<file path="src/rtl/mult_if.sv">
// Issue / writeback bundle between the EX stage and the multiply manager.
`ifndef MULT_PPL_STAGE
`define MULT_PPL_STAGE 3
`endif

interface mult_if #(
  parameter int STAGES = `MULT_PPL_STAGE,
  parameter int XLEN   = 32
);
  logic                   issue_valid_i;
  logic                   issue_ready_o;
  logic [2:0]             issue_funct3_i;
  logic [XLEN-1:0]        issue_rs1_i;
  logic [XLEN-1:0]        issue_rs2_i;
  logic [4:0]             issue_rd_i;
  logic [STAGES-1:0][4:0] rd_addrs_o;
  logic [STAGES-1:0]      uses_o;
  logic                   wb_we_o;
  logic [4:0]             wb_addr_o;
  logic [XLEN-1:0]        wb_data_o;
  logic                   wb_ready_i;

  modport slave (
    input  issue_valid_i,
    input  issue_funct3_i,
    input  issue_rs1_i,
    input  issue_rs2_i,
    input  issue_rd_i,
    input  wb_ready_i,
    output issue_ready_o,
    output rd_addrs_o,
    output uses_o,
    output wb_we_o,
    output wb_addr_o,
    output wb_data_o
  );

  modport master (
    output issue_valid_i,
    output issue_funct3_i,
    output issue_rs1_i,
    output issue_rs2_i,
    output issue_rd_i,
    output wb_ready_i,
    input  issue_ready_o,
    input  rd_addrs_o,
    input  uses_o,
    input  wb_we_o,
    input  wb_addr_o,
    input  wb_data_o
  );
endinterface

</file>
<file path="src/rtl/mult_manager.sv">
// Pipelined RV32M multiply unit: in-order issue, stall-on-writeback.
`ifndef MULT_PPL_STAGE
`define MULT_PPL_STAGE 3
`endif

module mult_manager #(
  parameter int STAGES = `MULT_PPL_STAGE,
  parameter int XLEN   = 32
) (
  input  logic  clk,
  input  logic  rst,
  mult_if.slave bus
);
  localparam int PW = 2 * XLEN;

  logic [STAGES-1:0]         vld_q, vld_d;
  logic [STAGES-1:0][4:0]    rd_q, rd_d;
  logic [STAGES-1:0][2:0]    f3_q, f3_d;
  logic [STAGES-1:0][PW-1:0] prod_q, prod_d;

  logic          advance;
  logic          accept;
  logic          sx_a, sx_b;
  logic [PW-1:0] op_a, op_b, prod_in;
  logic [2:0]    f3_last;
  logic          lo_sel;

  assign advance = !(vld_q[STAGES-1] && !bus.wb_ready_i);
  assign accept  = bus.issue_valid_i && advance
                && (bus.issue_rd_i != 5'd0);

  // Operands widened to 2*XLEN; the modular product equals
  // the (XLEN+1)-bit signed product in the bits we keep.
  always_comb begin
    sx_a = (bus.issue_funct3_i == 3'b001)
        || (bus.issue_funct3_i == 3'b010);
    sx_b = (bus.issue_funct3_i == 3'b001);
    op_a = {{XLEN{sx_a & bus.issue_rs1_i[XLEN-1]}},
            bus.issue_rs1_i};
    op_b = {{XLEN{sx_b & bus.issue_rs2_i[XLEN-1]}},
            bus.issue_rs2_i};
    prod_in = op_a * op_b;
  end

  always_comb begin
    vld_d  = vld_q;
    rd_d   = rd_q;
    f3_d   = f3_q;
    prod_d = prod_q;
    if (advance) begin
      for (int k = STAGES - 1; k > 0; k--) begin
        vld_d[k]  = vld_q[k-1];
        rd_d[k]   = rd_q[k-1];
        f3_d[k]   = f3_q[k-1];
        prod_d[k] = prod_q[k-1];
      end
      vld_d[0]  = accept;
      rd_d[0]   = accept ? bus.issue_rd_i : 5'd0;
      f3_d[0]   = accept ? bus.issue_funct3_i : 3'd0;
      prod_d[0] = accept ? prod_in : '0;
    end
  end

  always_ff @(posedge clk) begin
    if (rst) begin
      vld_q  <= '0;
      rd_q   <= '0;
      f3_q   <= '0;
      prod_q <= '0;
    end else begin
      vld_q  <= vld_d;
      rd_q   <= rd_d;
      f3_q   <= f3_d;
      prod_q <= prod_d;
    end
  end

  // funct3 000 and 1xx both select the low half.
  assign f3_last = f3_q[STAGES-1];
  assign lo_sel  = f3_last[2] || (f3_last[1:0] == 2'b00);

  assign bus.issue_ready_o = advance;
  assign bus.uses_o        = vld_q;
  assign bus.rd_addrs_o    = rd_q;
  assign bus.wb_we_o       = vld_q[STAGES-1];
  assign bus.wb_addr_o     = rd_q[STAGES-1];
  assign bus.wb_data_o     = lo_sel
                           ? prod_q[STAGES-1][XLEN-1:0]
                           : prod_q[STAGES-1][PW-1:XLEN];
endmodule

</file>
<file path="src/flat_wrapper.sv">
// flat-port wrapper written by rule: the top's interface ports become plain ports
module mult_manager_flat 
#(
  parameter int STAGES = `MULT_PPL_STAGE,
  parameter int XLEN   = 32
)
  (clk, rst, bus_issue_valid_i, bus_issue_funct3_i, bus_issue_rs1_i, bus_issue_rs2_i, bus_issue_rd_i, bus_wb_ready_i, bus_issue_ready_o, bus_rd_addrs_o, bus_uses_o, bus_wb_we_o, bus_wb_addr_o, bus_wb_data_o);
  mult_if #(.STAGES(STAGES), .XLEN(XLEN)) bus_i ();
  input  logic clk;
  input  logic rst;
  input wire logic [$bits(bus_i.issue_valid_i)-1:0] bus_issue_valid_i;
  input wire logic [$bits(bus_i.issue_funct3_i)-1:0] bus_issue_funct3_i;
  input wire logic [$bits(bus_i.issue_rs1_i)-1:0] bus_issue_rs1_i;
  input wire logic [$bits(bus_i.issue_rs2_i)-1:0] bus_issue_rs2_i;
  input wire logic [$bits(bus_i.issue_rd_i)-1:0] bus_issue_rd_i;
  input wire logic [$bits(bus_i.wb_ready_i)-1:0] bus_wb_ready_i;
  output wire logic [$bits(bus_i.issue_ready_o)-1:0] bus_issue_ready_o;
  output wire logic [$bits(bus_i.rd_addrs_o)-1:0] bus_rd_addrs_o;
  output wire logic [$bits(bus_i.uses_o)-1:0] bus_uses_o;
  output wire logic [$bits(bus_i.wb_we_o)-1:0] bus_wb_we_o;
  output wire logic [$bits(bus_i.wb_addr_o)-1:0] bus_wb_addr_o;
  output wire logic [$bits(bus_i.wb_data_o)-1:0] bus_wb_data_o;
  assign bus_i.issue_valid_i = bus_issue_valid_i;
  assign bus_i.issue_funct3_i = bus_issue_funct3_i;
  assign bus_i.issue_rs1_i = bus_issue_rs1_i;
  assign bus_i.issue_rs2_i = bus_issue_rs2_i;
  assign bus_i.issue_rd_i = bus_issue_rd_i;
  assign bus_i.wb_ready_i = bus_wb_ready_i;
  assign bus_issue_ready_o = bus_i.issue_ready_o;
  assign bus_rd_addrs_o = bus_i.rd_addrs_o;
  assign bus_uses_o = bus_i.uses_o;
  assign bus_wb_we_o = bus_i.wb_we_o;
  assign bus_wb_addr_o = bus_i.wb_addr_o;
  assign bus_wb_data_o = bus_i.wb_data_o;
  mult_manager #(.STAGES(STAGES), .XLEN(XLEN)) u_core (.clk(clk), .rst(rst), .bus(bus_i));
endmodule
</file>
<file path="config.mk">
export PLATFORM = sky130hd
export DESIGN_NAME = mult_manager_flat
export DESIGN_NICKNAME = d
export VERILOG_FILES = /design/src/rtl/mult_if.sv /design/src/rtl/mult_manager.sv /design/src/flat_wrapper.sv
export SDC_FILE = /design/constraint.sdc
export NUM_CORES = 2
export LEC_CHECK = 0
export ABC_AREA = 1
export CAP_MARGIN = 20
export CORE_MARGIN = 1.5
export CORE_UTILIZATION = 41
export DETAILED_ROUTE_END_ITERATION = 8
export GPL_TIMING_DRIVEN = 0
export HOLD_SLACK_MARGIN = 0.06
export PLACE_DENSITY = 0.6
export SLEW_MARGIN = 20
export SYNTH_ARGS = -nofsm -noshare
export SYNTH_HDL_FRONTEND = slang
export SYNTH_SLANG_ARGS = --single-unit
</file>
<file path="constraint.sdc">
create_clock -name clk -period 11.25 [get_ports clk]
set_clock_uncertainty 0.05 [all_clocks]
set_input_delay 2.25 -clock clk [delete_from_list [all_inputs] [get_ports clk]]
set_output_delay 2.25 -clock clk [all_outputs]
set_load 0.01 [all_outputs]
</file>
==> reports/metrics.cfg <==
[run_status]
status = finished, final reports clean

[timing]
finalSetupViolations = 0
final.setup.worst_slack_ns = 0.328
max_freq_mhz = 91.6
rsz0062_at_grt = false
slew_headroom = 0.111
finalCriticalPeriod_ns = 10.92
hold_viol = 0
worst_pin_slew_ns = 1.33
finalMaxSlewViolations = 0
period_share = 0.971

[finish]
multi_input_area_sq_mm = 0.0359
nFillCells = 11800
post-route-util = 0.446
final_cell_mix = 1622 x nand2_1, 1610 x inv_1, 1119 x fa_1
layout-drive-gt1-share = 0.0311
area_delta_synth_final_pct = 7.28
final_common_cell = nand2_1
fin_nets = 7546
seq_area_sq_mm = 0.00438

[critical_path]
arrival_ns = 11.24
cp_slowest_cell = fa_2
crit_type = input port to register
critPathLaunchType = input port
max_stage_delay_ns = 0.72
crit_path_end_kind = register
critPathRequiredTime_ns = 11.57
path_max_fanout = 10
r2r_start = u_core.bus.uses_o[2]
startpoint = bus_issue_funct3_i[2]

[routing]
wl_per_cell_um = 22.8
ant_nets = 0
drtIter0Drc = 4004
post-route-drc-count = 0
viasPerCell = 5.20
routed_wl_mm = 175
firstDrtPassIters = 5
vias = 39800

[grt]
track_usage = 0.304
grt_pass1_vias = 41300
antenna_found_initial = 13
grt_max_degree = 25
grt_overflow = 0
grt_pass1_wl_mm = 261

[floorplanning]
row_count = 124
die_h_um = 344
die_w_um = 344
pin_count = 133
core_sq_mm = 0.115
dieArea_sq_mm = 0.118
start_util = 0.415

[synthesis]
synth_area_leader_cell = fa_1
synth_area_leaders = fa_1 47%, nand2_1 13%, inv_1 13%
synth-edff-count = 0
synth_cell_type_count = 47
syn-num-nets = 7431
syn_area_per_cell_sq_um = 7.92
ys_seq_area_frac = 0.0919
yosysWarnings = 0
synthFlopType = dfxtp_1
syn_inst = 6018
ys_seq_elements = 219
synthArstFlopShare = 0
netlist_area_sq_mm = 0.0477
netlist.area_leader.share = 0.472

[min_path]
hold_class = register to register
worstHoldStart = u_core.f3_q[1]

[cts]
clock-root-buffer = clkbuf_16
htree_levels = 1
hold_buffers = 0
cts_inserted_buffers = 20
path_clk_slew_ns = 0.07
clock-sinks = 219
clock_latency_ns = 0.50
cts_max_path_buffers = 3
tritoncts = done

[flow_run]
drv_cap = 0

[place]
place.gp.congestion = 1.01
dp_slack_ns = -1.25
port_buffers = 83
dpl.hpwl_mm = 149

## final timing paths
kind	endpoint	slack, ns	cells past startpoint
setup reg to reg	u_core.prod_q[44]	8.40	8
hold / removal	u_core.f3_q[4]	0.41	2
setup / recovery	u_core.prod_q[63]	0.33	32
hold reg to reg	u_core.f3_q[4]	0.41	2
## repair_timing
action                     in CTS  in global routing
hold endpoints to repair        0                  0
gates resized for setup         6                  7
cloned                          0                  0
pin swaps                       0                  2
setup endpoints to repair      17                 17
buffers inserted                2                  7
## flip-flops by register name, summed over array words and instances, names as in the netlist
register	cells
u_core.bus.uses_o	3
u_core.prod_q	192
u_core.f3_last	3
u_core.f3_q	6
u_core.bus.rd_addrs_o	10
u_core.bus.wb_addr_o	5
## worst max-delay path, delay by kind of cell
| kind | cells | cell delay [ns] |
|---|---|---|
| AO/OA/AOI/OAI | 1 | 0.05 |
| buffers and inverters | 9 | 1.72 |
| AND/OR/NAND/NOR | 13 | 2.07 |
| adder cells (fa/ha/maj) | 9 | 5.12 |
## kinds of logic after synthesis
group,Yosys count,synth area share
adders and majority gates,1337,0.528
DFF,219,0.0919
and+or+nand+nor,2009,0.168
buffers and inverters,1966,0.156
xor gates and xnor gates,8,0.00147
AOI/OAI and AO/OA,479,0.0549
## Yosys cell counts, drive strengths merged, types with 3 or more instances
library cell,instances
o21bai,10
a21boi,3
xnor2,7
nand4,19
inv,1641
nand3,102
a211oi,35
ha,212
a31oi,8
dfxtp,219
or2,22
nor3,15
o21ai,126
nand2,1637
fa,1125
nor2,208
and3,3
a21oi,290
a21o,5
clkbuf,300
buf,25
## stage by stage
step           TNS [ns]  hold slack (ns)  cells  cell area [sq um]
2_1_floorplan         0            0.385   6018              47700
3_3_place_gp     -17.53            0.396   7613              50400
3_5_place_dp     -18.31            0.401   7613              50400
4_1_cts               0            0.407   7649              51100
5_1_grt               0            0.431   7657              51200
6_report              0            0.409   7659              51200
## area by class of cell
cell class | instances | area share
multi-input cells | 3833 | 0.701
inverters | 1641 | 0.121
flip-flops and latches | 219 | 0.0857
well taps | 1512 | 0.0370
plain buffers | 325 | 0.0253
repair buffers | 93 | 0.0179
clock buffers | 31 | 0.0118
clock inverters | 3 | 0.000367
diodes | 2 | 0.0000978
## layer usage
| metal | global-route usage | share of wire |
|---|---|---|
| met4 | 0.129 | 0.055 |
| met5 | 0 | 0.00030 |
| met2 | 0.460 | 0.43 |
| met3 | 0.0703 | 0.11 |
| met1 | 0.417 | 0.41 |
Power is not shown: default switching activity piles up to over one toggle a cycle in this logic, so the estimate is an artifact.
